$ cat src/rtl/bank_pingpong_scheduler_if.sv
// bank_pingpong_scheduler_if: sequencer and engine handshakes around the bank scheduler
interface bank_pingpong_scheduler_if #(
   parameter int CNT_W = 8
);
   logic             start;
   logic [CNT_W-1:0] n_rounds;
   logic             ld_gnt;
   logic [1:0]       ld_buf;
   logic             ld_done;
   logic             cp_gnt;
   logic [1:0]       cp_buf;
   logic             cp_done;
   logic             st_gnt;
   logic [1:0]       st_buf;
   logic             st_done;
   logic             busy;
   logic             job_done;
   logic             err_proto;

   modport master (
      input  start, n_rounds, ld_done, cp_done, st_done,
      output ld_gnt, ld_buf, cp_gnt, cp_buf, st_gnt, st_buf, busy, job_done, err_proto
   );

   modport slave (
      output start, n_rounds, ld_done, cp_done, st_done,
      input  ld_gnt, ld_buf, cp_gnt, cp_buf, st_gnt, st_buf, busy, job_done, err_proto
   );
endinterface

$ cat src/rtl/bank_pingpong_scheduler.sv
// bank_pingpong_scheduler: rotates coefficient banks through load, compute and store engines
module bank_pingpong_scheduler #(
   parameter int NBUF  = 2,
   parameter int CNT_W = 8
) (
   input logic                        clk,
   input logic                        rst_n,
   bank_pingpong_scheduler_if.master  bus
);
   typedef enum logic [2:0] {FREE, LOADING, LOADED, COMPUTING, COMPUTED, STORING} bank_e;
   typedef enum logic {IDLE, RUN} job_e;

   job_e             state_q, state_d;
   bank_e            bank_q [4];
   bank_e            bank_d [4];
   logic [CNT_W-1:0] n_q, n_d, loads_q, loads_d, stored_q, stored_d;
   logic [1:0]       ld_ptr_q, ld_ptr_d, cp_ptr_q, cp_ptr_d, st_ptr_q, st_ptr_d;
   logic [1:0]       ld_buf_q, ld_buf_d, cp_buf_q, cp_buf_d, st_buf_q, st_buf_d;
   logic             ld_fl_q, ld_fl_d, cp_fl_q, cp_fl_d, st_fl_q, st_fl_d;
   logic             ld_gnt_q, ld_gnt_d, cp_gnt_q, cp_gnt_d, st_gnt_q, st_gnt_d;
   logic             job_done_q, job_done_d, err_q, err_d;
   logic             start_acc;

   function automatic logic [1:0] nxt(input logic [1:0] p);
      return (p == 2'(NBUF - 1)) ? 2'd0 : p + 2'd1;
   endfunction

   // Next state: accept start, retire done pulses, then issue grants from registered bank states
   always_comb begin
      state_d    = state_q;
      bank_d     = bank_q;
      n_d        = n_q;
      loads_d    = loads_q;
      stored_d   = stored_q;
      ld_ptr_d   = ld_ptr_q;
      cp_ptr_d   = cp_ptr_q;
      st_ptr_d   = st_ptr_q;
      ld_buf_d   = ld_buf_q;
      cp_buf_d   = cp_buf_q;
      st_buf_d   = st_buf_q;
      ld_fl_d    = ld_fl_q;
      cp_fl_d    = cp_fl_q;
      st_fl_d    = st_fl_q;
      ld_gnt_d   = 1'b0;
      cp_gnt_d   = 1'b0;
      st_gnt_d   = 1'b0;
      job_done_d = 1'b0;
      err_d      = err_q;
      start_acc  = bus.start && (state_q == IDLE);
      if (start_acc) begin
         n_d        = bus.n_rounds;
         loads_d    = '0;
         stored_d   = '0;
         ld_ptr_d   = '0;
         cp_ptr_d   = '0;
         st_ptr_d   = '0;
         err_d      = 1'b0;
         state_d    = (bus.n_rounds == '0) ? IDLE : RUN;
         job_done_d = (bus.n_rounds == '0);
      end
      if (bus.ld_done) begin
         if (ld_fl_q) begin
            bank_d[ld_buf_q] = LOADED;
            ld_ptr_d         = nxt(ld_ptr_q);
            ld_fl_d          = 1'b0;
         end else err_d = 1'b1;
      end
      if (bus.cp_done) begin
         if (cp_fl_q) begin
            bank_d[cp_buf_q] = COMPUTED;
            cp_ptr_d         = nxt(cp_ptr_q);
            cp_fl_d          = 1'b0;
         end else err_d = 1'b1;
      end
      if (bus.st_done) begin
         if (st_fl_q) begin
            bank_d[st_buf_q] = FREE;
            st_ptr_d         = nxt(st_ptr_q);
            st_fl_d          = 1'b0;
            stored_d         = stored_q + CNT_W'(1);
         end else err_d = 1'b1;
      end
      if (state_q == RUN && loads_q < n_q && bank_q[ld_ptr_q] == FREE && !ld_fl_q) begin
         ld_gnt_d         = 1'b1;
         ld_buf_d         = ld_ptr_q;
         bank_d[ld_ptr_q] = LOADING;
         loads_d          = loads_q + CNT_W'(1);
         ld_fl_d          = 1'b1;
      end
      if (state_q == RUN && bank_q[cp_ptr_q] == LOADED && !cp_fl_q) begin
         cp_gnt_d         = 1'b1;
         cp_buf_d         = cp_ptr_q;
         bank_d[cp_ptr_q] = COMPUTING;
         cp_fl_d          = 1'b1;
      end
      if (state_q == RUN && bank_q[st_ptr_q] == COMPUTED && !st_fl_q) begin
         st_gnt_d         = 1'b1;
         st_buf_d         = st_ptr_q;
         bank_d[st_ptr_q] = STORING;
         st_fl_d          = 1'b1;
      end
      if (state_q == RUN && stored_d == n_q) begin
         state_d    = IDLE;
         job_done_d = 1'b1;
      end
   end

   // State registers with asynchronous clear of every bank, pointer, counter and output
   always_ff @(posedge clk or negedge rst_n) begin
      if (!rst_n) begin
         state_q    <= IDLE;
         bank_q     <= '{default: FREE};
         n_q        <= '0;
         loads_q    <= '0;
         stored_q   <= '0;
         ld_ptr_q   <= '0;
         cp_ptr_q   <= '0;
         st_ptr_q   <= '0;
         ld_buf_q   <= '0;
         cp_buf_q   <= '0;
         st_buf_q   <= '0;
         ld_fl_q    <= 1'b0;
         cp_fl_q    <= 1'b0;
         st_fl_q    <= 1'b0;
         ld_gnt_q   <= 1'b0;
         cp_gnt_q   <= 1'b0;
         st_gnt_q   <= 1'b0;
         job_done_q <= 1'b0;
         err_q      <= 1'b0;
      end else begin
         state_q    <= state_d;
         bank_q     <= bank_d;
         n_q        <= n_d;
         loads_q    <= loads_d;
         stored_q   <= stored_d;
         ld_ptr_q   <= ld_ptr_d;
         cp_ptr_q   <= cp_ptr_d;
         st_ptr_q   <= st_ptr_d;
         ld_buf_q   <= ld_buf_d;
         cp_buf_q   <= cp_buf_d;
         st_buf_q   <= st_buf_d;
         ld_fl_q    <= ld_fl_d;
         cp_fl_q    <= cp_fl_d;
         st_fl_q    <= st_fl_d;
         ld_gnt_q   <= ld_gnt_d;
         cp_gnt_q   <= cp_gnt_d;
         st_gnt_q   <= st_gnt_d;
         job_done_q <= job_done_d;
         err_q      <= err_d;
      end
   end

   assign bus.ld_gnt    = ld_gnt_q;
   assign bus.ld_buf    = ld_buf_q;
   assign bus.cp_gnt    = cp_gnt_q;
   assign bus.cp_buf    = cp_buf_q;
   assign bus.st_gnt    = st_gnt_q;
   assign bus.st_buf    = st_buf_q;
   assign bus.busy      = (state_q == RUN);
   assign bus.job_done  = job_done_q;
   assign bus.err_proto = err_q;
endmodule

$ cat src/flat_wrapper.sv
// flat-port wrapper written by rule: the top's interface ports become plain ports
module bank_pingpong_scheduler_flat 
#(
   parameter int NBUF  = 2,
   parameter int CNT_W = 8
)
  (clk, rst_n, bus_start, bus_n_rounds, bus_ld_done, bus_cp_done, bus_st_done, bus_ld_gnt, bus_ld_buf, bus_cp_gnt, bus_cp_buf, bus_st_gnt, bus_st_buf, bus_busy, bus_job_done, bus_err_proto);
  bank_pingpong_scheduler_if #(.CNT_W(CNT_W)) bus_i ();
  input logic clk;
  input logic rst_n;
  input wire logic [$bits(bus_i.start)-1:0] bus_start;
  input wire logic [$bits(bus_i.n_rounds)-1:0] bus_n_rounds;
  input wire logic [$bits(bus_i.ld_done)-1:0] bus_ld_done;
  input wire logic [$bits(bus_i.cp_done)-1:0] bus_cp_done;
  input wire logic [$bits(bus_i.st_done)-1:0] bus_st_done;
  output wire logic [$bits(bus_i.ld_gnt)-1:0] bus_ld_gnt;
  output wire logic [$bits(bus_i.ld_buf)-1:0] bus_ld_buf;
  output wire logic [$bits(bus_i.cp_gnt)-1:0] bus_cp_gnt;
  output wire logic [$bits(bus_i.cp_buf)-1:0] bus_cp_buf;
  output wire logic [$bits(bus_i.st_gnt)-1:0] bus_st_gnt;
  output wire logic [$bits(bus_i.st_buf)-1:0] bus_st_buf;
  output wire logic [$bits(bus_i.busy)-1:0] bus_busy;
  output wire logic [$bits(bus_i.job_done)-1:0] bus_job_done;
  output wire logic [$bits(bus_i.err_proto)-1:0] bus_err_proto;
  assign bus_i.start = bus_start;
  assign bus_i.n_rounds = bus_n_rounds;
  assign bus_i.ld_done = bus_ld_done;
  assign bus_i.cp_done = bus_cp_done;
  assign bus_i.st_done = bus_st_done;
  assign bus_ld_gnt = bus_i.ld_gnt;
  assign bus_ld_buf = bus_i.ld_buf;
  assign bus_cp_gnt = bus_i.cp_gnt;
  assign bus_cp_buf = bus_i.cp_buf;
  assign bus_st_gnt = bus_i.st_gnt;
  assign bus_st_buf = bus_i.st_buf;
  assign bus_busy = bus_i.busy;
  assign bus_job_done = bus_i.job_done;
  assign bus_err_proto = bus_i.err_proto;
  bank_pingpong_scheduler #(.NBUF(NBUF), .CNT_W(CNT_W)) u_core (.clk(clk), .rst_n(rst_n), .bus(bus_i));
endmodule
$ cat config.mk
export PLATFORM = sky130hd
export DESIGN_NAME = bank_pingpong_scheduler_flat
export DESIGN_NICKNAME = d
export VERILOG_FILES = /design/src/rtl/bank_pingpong_scheduler_if.sv /design/src/rtl/bank_pingpong_scheduler.sv /design/src/flat_wrapper.sv
export SDC_FILE = /design/constraint.sdc
export NUM_CORES = 1
export LEC_CHECK = 0
export CAP_MARGIN = 10
export CORE_ASPECT_RATIO = 0.6
export CORE_MARGIN = 10
export CORE_UTILIZATION = 32
export DETAILED_ROUTE_END_ITERATION = 8
export GPL_ROUTABILITY_DRIVEN = 0
export MAX_ROUTING_LAYER = met4
export PLACE_DENSITY = 0.45
export SYNTH_ARGS = -nofsm -noshare
export SYNTH_HDL_FRONTEND = slang
export SYNTH_SLANG_ARGS = --single-unit
$ cat constraint.sdc
create_clock -name clk -period 3.4 [get_ports clk]
set_input_delay 0.68 -clock clk [delete_from_list [all_inputs] [get_ports clk]]
set_output_delay 0.68 -clock clk [all_outputs]
set_load 0.05 [all_outputs]
## Yosys cells after proc, flatten, opt, wreduce, memory -nomap -nowiden

Cells that the tools add are included.

| operators by class | value |
|---|---|
| add/subtract/negate cells | 5 |
| $lt $le $gt $ge | 13 |
| eq/ne operators | 6 |
| multiplexer cells | 68 |
| bitwise gates (word level) | 24 |
| reductions and logical operators | 25 |

Operator list:

| operator | count |
|---|---|
| two-way mux 12 bit | 9 |
| two-way mux 8 bit | 5 |
| demux 3 bit (select 2 bit) | 6 |
| two-way mux 3 bit | 12 |
| AND 8 bit | 3 |
| two-way mux 2 bit | 12 |
| inverter 8 bit | 3 |
| two-way mux 1 bit | 21 |
| binary-select mux 3 bit (select 2 bit) | 3 |
| >= comparator 3 bit (second input constant) | 6 |
| < comparator 3 x 1 -> 1 bit (second input constant) | 6 |
| inverter 2 -> 3 bit | 6 |
| adder 8 x 1 -> 8 bit (second input constant) | 2 |
| OR 8 bit | 2 |
| logical AND 1 bit | 15 |
| AND 12 bit | 1 |
| inverter 12 bit | 1 |
| OR 4 bit | 3 |
| nonzero test 2 bit | 5 |
| AND 4 bit | 2 |
| == test 8 bit | 1 |
| logical NOT 8 bit | 1 |
| < comparator 8 bit | 1 |
| inverter 4 bit | 2 |
| 7 further kinds | 13 |

| word-level totals | value |
|---|---|
| register bits | 57 |
| bits of input ports | 14 |
| output and inout port bits | 12 |
| logic and storage cells | 163 |

## Depth between registers and ports, before layout

| depth | value |
|---|---|
| depth after elaboration | 21 |
| depth in mapped cells | 10 |
| depth with buffers taken out | 9 |

## Worst setup path after synthesis

Ideal clock, no wire load.

| timing path | value |
|---|---|
| kind | input-to-reg |
| start point | in bus_st_done |
| end point | reg u_core.state_q, in the netlist u_core.bus.busy |
| library setup time | 123 ps |
| data arrival time | 2148 ps |
| data required time | 3277 ps |
| slack | 1129 ps |
| stages | 6 |
| path buffers | 0 |
| cell sequence | nand2_2 > nor3_2 > mux2_2 > xnor2_1 > or4_4 > o22a_1 |

| on the way | value |
|---|---|
| word-level cells in the longest chain between the ends | 4 |
| elaborated cells on any way between the ends | 5 |
| classes of those cells | eq/ne: 1; mux: 2; reduce/logical: 2 |

Ends and longest elaborated chain:

| item | line | text |
|---|---|---|
| from (decl) | flat_wrapper.sv:15 | `input wire logic [$bits(bus_i.st_done)-1:0] bus_st_done;` |
| two-way mux 8 bit * | bank_pingpong_scheduler.sv:75 | `if (bus.st_done) begin` |
| == test 8 bit * | bank_pingpong_scheduler.sv:102 | `if (state_q == RUN && stored_d == n_q) begin` |
| logical AND 1 bit * | bank_pingpong_scheduler.sv:102 |  |
| two-way mux 1 bit or nonzero test 2 bit (tied branches) | - |  |
| to (signal assigned) | bank_pingpong_scheduler.sv:131 | `state_q <= state_d;` |
| to (decl) | bank_pingpong_scheduler.sv:13 | `job_e state_q, state_d;` |

Every way passes the cells marked *; elsewhere a longest branch is shown, timed or not.
A chain may end at the register's enable or synchronous reset.

## Final worst setup path

Same ends and word-level chain as after synthesis.

==> metrics <==
status=complete, no violations; H-tree depth=3; placed cell area=roughly 3500 µm²; # resized after CTS=0; Slowest-stage cell, CP=clkdlybuf4s50_1; fin area=~3800 µm²; Placement Setup Slack=427.4 ps; VDD IR max=~0.35 mV; initial antenna violation count=0; Post-CTS Setup Bufs=0; Root Buffer Master=clkbuf_16; vias in the first global route=2,453; Synth Register Bits=57; Skew-Pair Late Insertion Delay=330 ps; Final Hold Viols=0; Hold Path Class=input pin to async pin; antenna viol nets, final=0; Cells after Synth=around 330; MaxCap Viol Count=0; WP data required=3610 ps; worst r2r src=u_core.stored_q[0]$_DFF_PN0_; first-pass GRT wire length=13.62 mm; drt drc=0; I/O Buffers=25; Setup-failing EPs final=0; FP Rows=27; Sum Neg Setup Slack=0 ps; Top FF cell, synth=dfrtp_1; maximum buffer depth of the clock tree=2; Setup WS post-layout=approximately 760 ps; Reg clk slew, reported paths=50 ps; # clock sinks=57; Final Critical Period=approximately 2600 ps; post-synthesis net count=354; measured slew at the worst slew-check pin=509.2 ps; DR pass1 iterations=4; CTS tree=yes; RSZ-0062 raised after global routing=false; Slew Viols, Final=0; Worst Path Arrival=2850 ps; Core Region=slightly above 9000 µm²; Clock Skews=about 6.3 ps; Ys Warns=0; Post-synth EDFFs=0; Syn Std Cell Area=3095 µm²; max incr delay on CP=550 ps; final net count=385; Vias/cell=5.137; P_leak=1.666 nW; Routed WL=8.244 mm; ANT cells=0; Synth async-reset ratio=100.0%; gr ovfl total=0; via count=2,548; Crit. End Element=flop; # fillers=913; mean post-synth cell area=9.352 µm²; DIE HEIGHT=96.19 µm; Setup crit start=bus_st_done; drt initial violations=167; average wire per standard cell=around 17 µm; Die W=between 100 and 150 µm; layout cells sized above 1=11.20%; GRT Total Usage=12.77%; worst path cell trace=clkdlybuf4s50_1 -> nand2_2 -> nor3_2 -> mux2_2 -> xnor2_1 -> or4_4 -> o22a_1; critical path launch point type=input pin; final critical-path share of the clock period=77.56%; library cells used by synthesis=58; I/O pin total=26; sequential share of the synthesized area=between 40% and 50%; initial core utilization=33.32%; f_max=379.2 MHz; hold_buf cts=0; die area=14,140 µm²; Post-DP HPWL=about 6.3 mm; critical path type=input pin to flop; internal reg-to-reg setup slack=roughly 1100 ps; Rel. slew slack=65.95%; P per Cell Area=approximately 840 nW/µm²; CTS Buf Count=9; Area Overhead vs Synth=22.31%; crit path max fanout=9; largest net degree at the start of global routing=28
[synth_stat cells, types with 3 or more instances]
| master | number | area (µm²) |
|---|---|---|
| a21oi_1 | 8 | 40.04 |
| nand3_1 | 27 | 135.1 |
| mux2i_1 | 3 | 30.03 |
| o31ai_1 | 3 | 22.52 |
| a21o_1 | 4 | 30.03 |
| nor2_1 | 22 | 82.58 |
| dfrtp_1 | 57 | 1426 |
| mux2_2 | 6 | 67.56 |
| inv_1 | 17 | 63.81 |
| o211ai_1 | 3 | 22.52 |
| nor3b_1 | 4 | 30.03 |
| clkbuf_1 | 7 | 26.28 |
| nand2b_1 | 5 | 31.28 |
| xnor2_1 | 6 | 52.55 |
| nand4_1 | 8 | 50.05 |
| nand2_1 | 46 | 172.7 |
| nor3_1 | 9 | 45.04 |
| ha_1 | 9 | 112.6 |
| nand4b_1 | 3 | 26.28 |
| nor4_1 | 3 | 18.77 |
| o21ai_0 | 22 | 110.1 |
| a21boi_0 | 4 | 30.03 |
| and3_1 | 6 | 37.54 |
| nor2b_1 | 4 | 25.02 |
| xor2_1 | 4 | 35.03 |
[report_power, final]
part	internal [mW]	total (mW)	leakage [nW]	switching (mW)
logic	0.489	1.14	0.807	0.648
clock network	0.600	0.905	0.148	0.305
registers	0.889	1.15	0.710	0.263
[sequential cells by signal, indices dropped and copies added (netlist names)]
signal                cells
u_core.bank_q            12
u_core.bus.busy           1
u_core.bus.cp_buf         2
u_core.bus.cp_gnt         1
u_core.bus.err_proto      1
u_core.bus.job_done       1
u_core.bus.ld_buf         2
u_core.bus.ld_gnt         1
u_core.bus.st_buf         2
u_core.bus.st_gnt         1
u_core.cp_fl_q            1
u_core.cp_ptr_q           2
u_core.ld_fl_q            1
u_core.ld_ptr_q           2
u_core.loads_q            8
u_core.n_q                8
u_core.st_fl_q            1
u_core.st_ptr_q           2
u_core.stored_q           8
[cell usage in the layout, fill, tap and decap left out, types with 3 or more instances in the layout]
cell,netlist,routed
a21boi_0,4,4
a21o_1,4,4
a21oi_1,8,8
and3_1,6,6
buf_4,0,5
clkbuf_16,0,9
clkdlybuf4s50_1,0,24
dfrtp_1,57,57
ha_1,9,9
inv_1,17,17
mux2_2,6,6
mux2i_1,3,3
nand2_1,46,46
nand2b_1,5,5
nand3_1,27,27
nand4_1,8,8
nand4b_1,3,3
nor2_1,22,22
nor2b_1,4,4
nor3_1,9,9
nor3b_1,4,4
nor4_1,3,3
o211ai_1,3,3
o21ai_0,22,22
o31ai_1,3,3
xnor2_1,6,6
xor2_1,4,4
[worst max-delay path: cells and delay by family]
kind / cells / cell delay, ps
simple gates: 3 / 910
mux: 1 / 370
compound gates: 1 / 210
xor+xnor: 1 / 120
buf+inv: 1 / 550
[cell families after synthesis]
group / synth area share [%]
flops: 46.08
mux: 4.608
compound gates: 14.23
fa+ha+maj: 3.638
simple gates: 24.78
buf+inv: 3.840
xor+xnor: 2.829
[layout make-up]
class / instances / area [µm²] / share of cell area [%]
multi-input combinational: 246 / 1550 / 40.95
sequential: 57 / 1426 / 37.67
timing repair buffer: 30 / 282.8 / 7.469
clock buffer: 12 / 256.5 / 6.775
tap: 130 / 162.7 / 4.296
inverter: 18 / 67.56 / 1.785
clock inverter: 3 / 40.04 / 1.058
[through the flow]
| stage | power, mW | hold WS (ps) | utilization, % | cells |
|---|---|---|---|---|
| floorplan | 1.935 | 384.4 | - | 331 |
| global placement | 2.307 | 500.3 | 37.56 | 481 |
| detailed placement | 2.305 | 493.1 | 37.56 | 481 |
| CTS | 3.222 | 280.0 | 40.75 | 496 |
| global route | 3.445 | 297.6 | 40.75 | 496 |
| finish | 3.194 | 274.0 | 40.75 | 496 |
[routing by layer]
layer	share of wire (%)	GRT usage, %
met1	56	18.95
met2	37	15.69
met3	6.7	3.888
met4	0.23	3.695
met5	0	-
[path summary, 6_finish.rpt]
path / endpoint / cells after the start
max in group asynchronous: u_core.stored_q[0]$_DFF_PN0_ / 2
worst min register to register: u_core.bus.err_proto$_DFF_PN0_ / 1
worst min-delay path: u_core.bank_q[7]$_DFF_PN0_ / 1
worst max-delay path: u_core.bus.busy$_DFFE_PN0P_ / 7
worst max register to register: u_core.bus.busy$_DFFE_PN0P_ / 7
min in group clk: u_core.bus.err_proto$_DFF_PN0_ / 1
Note: power is estimated with default switching activity, not from simulation.
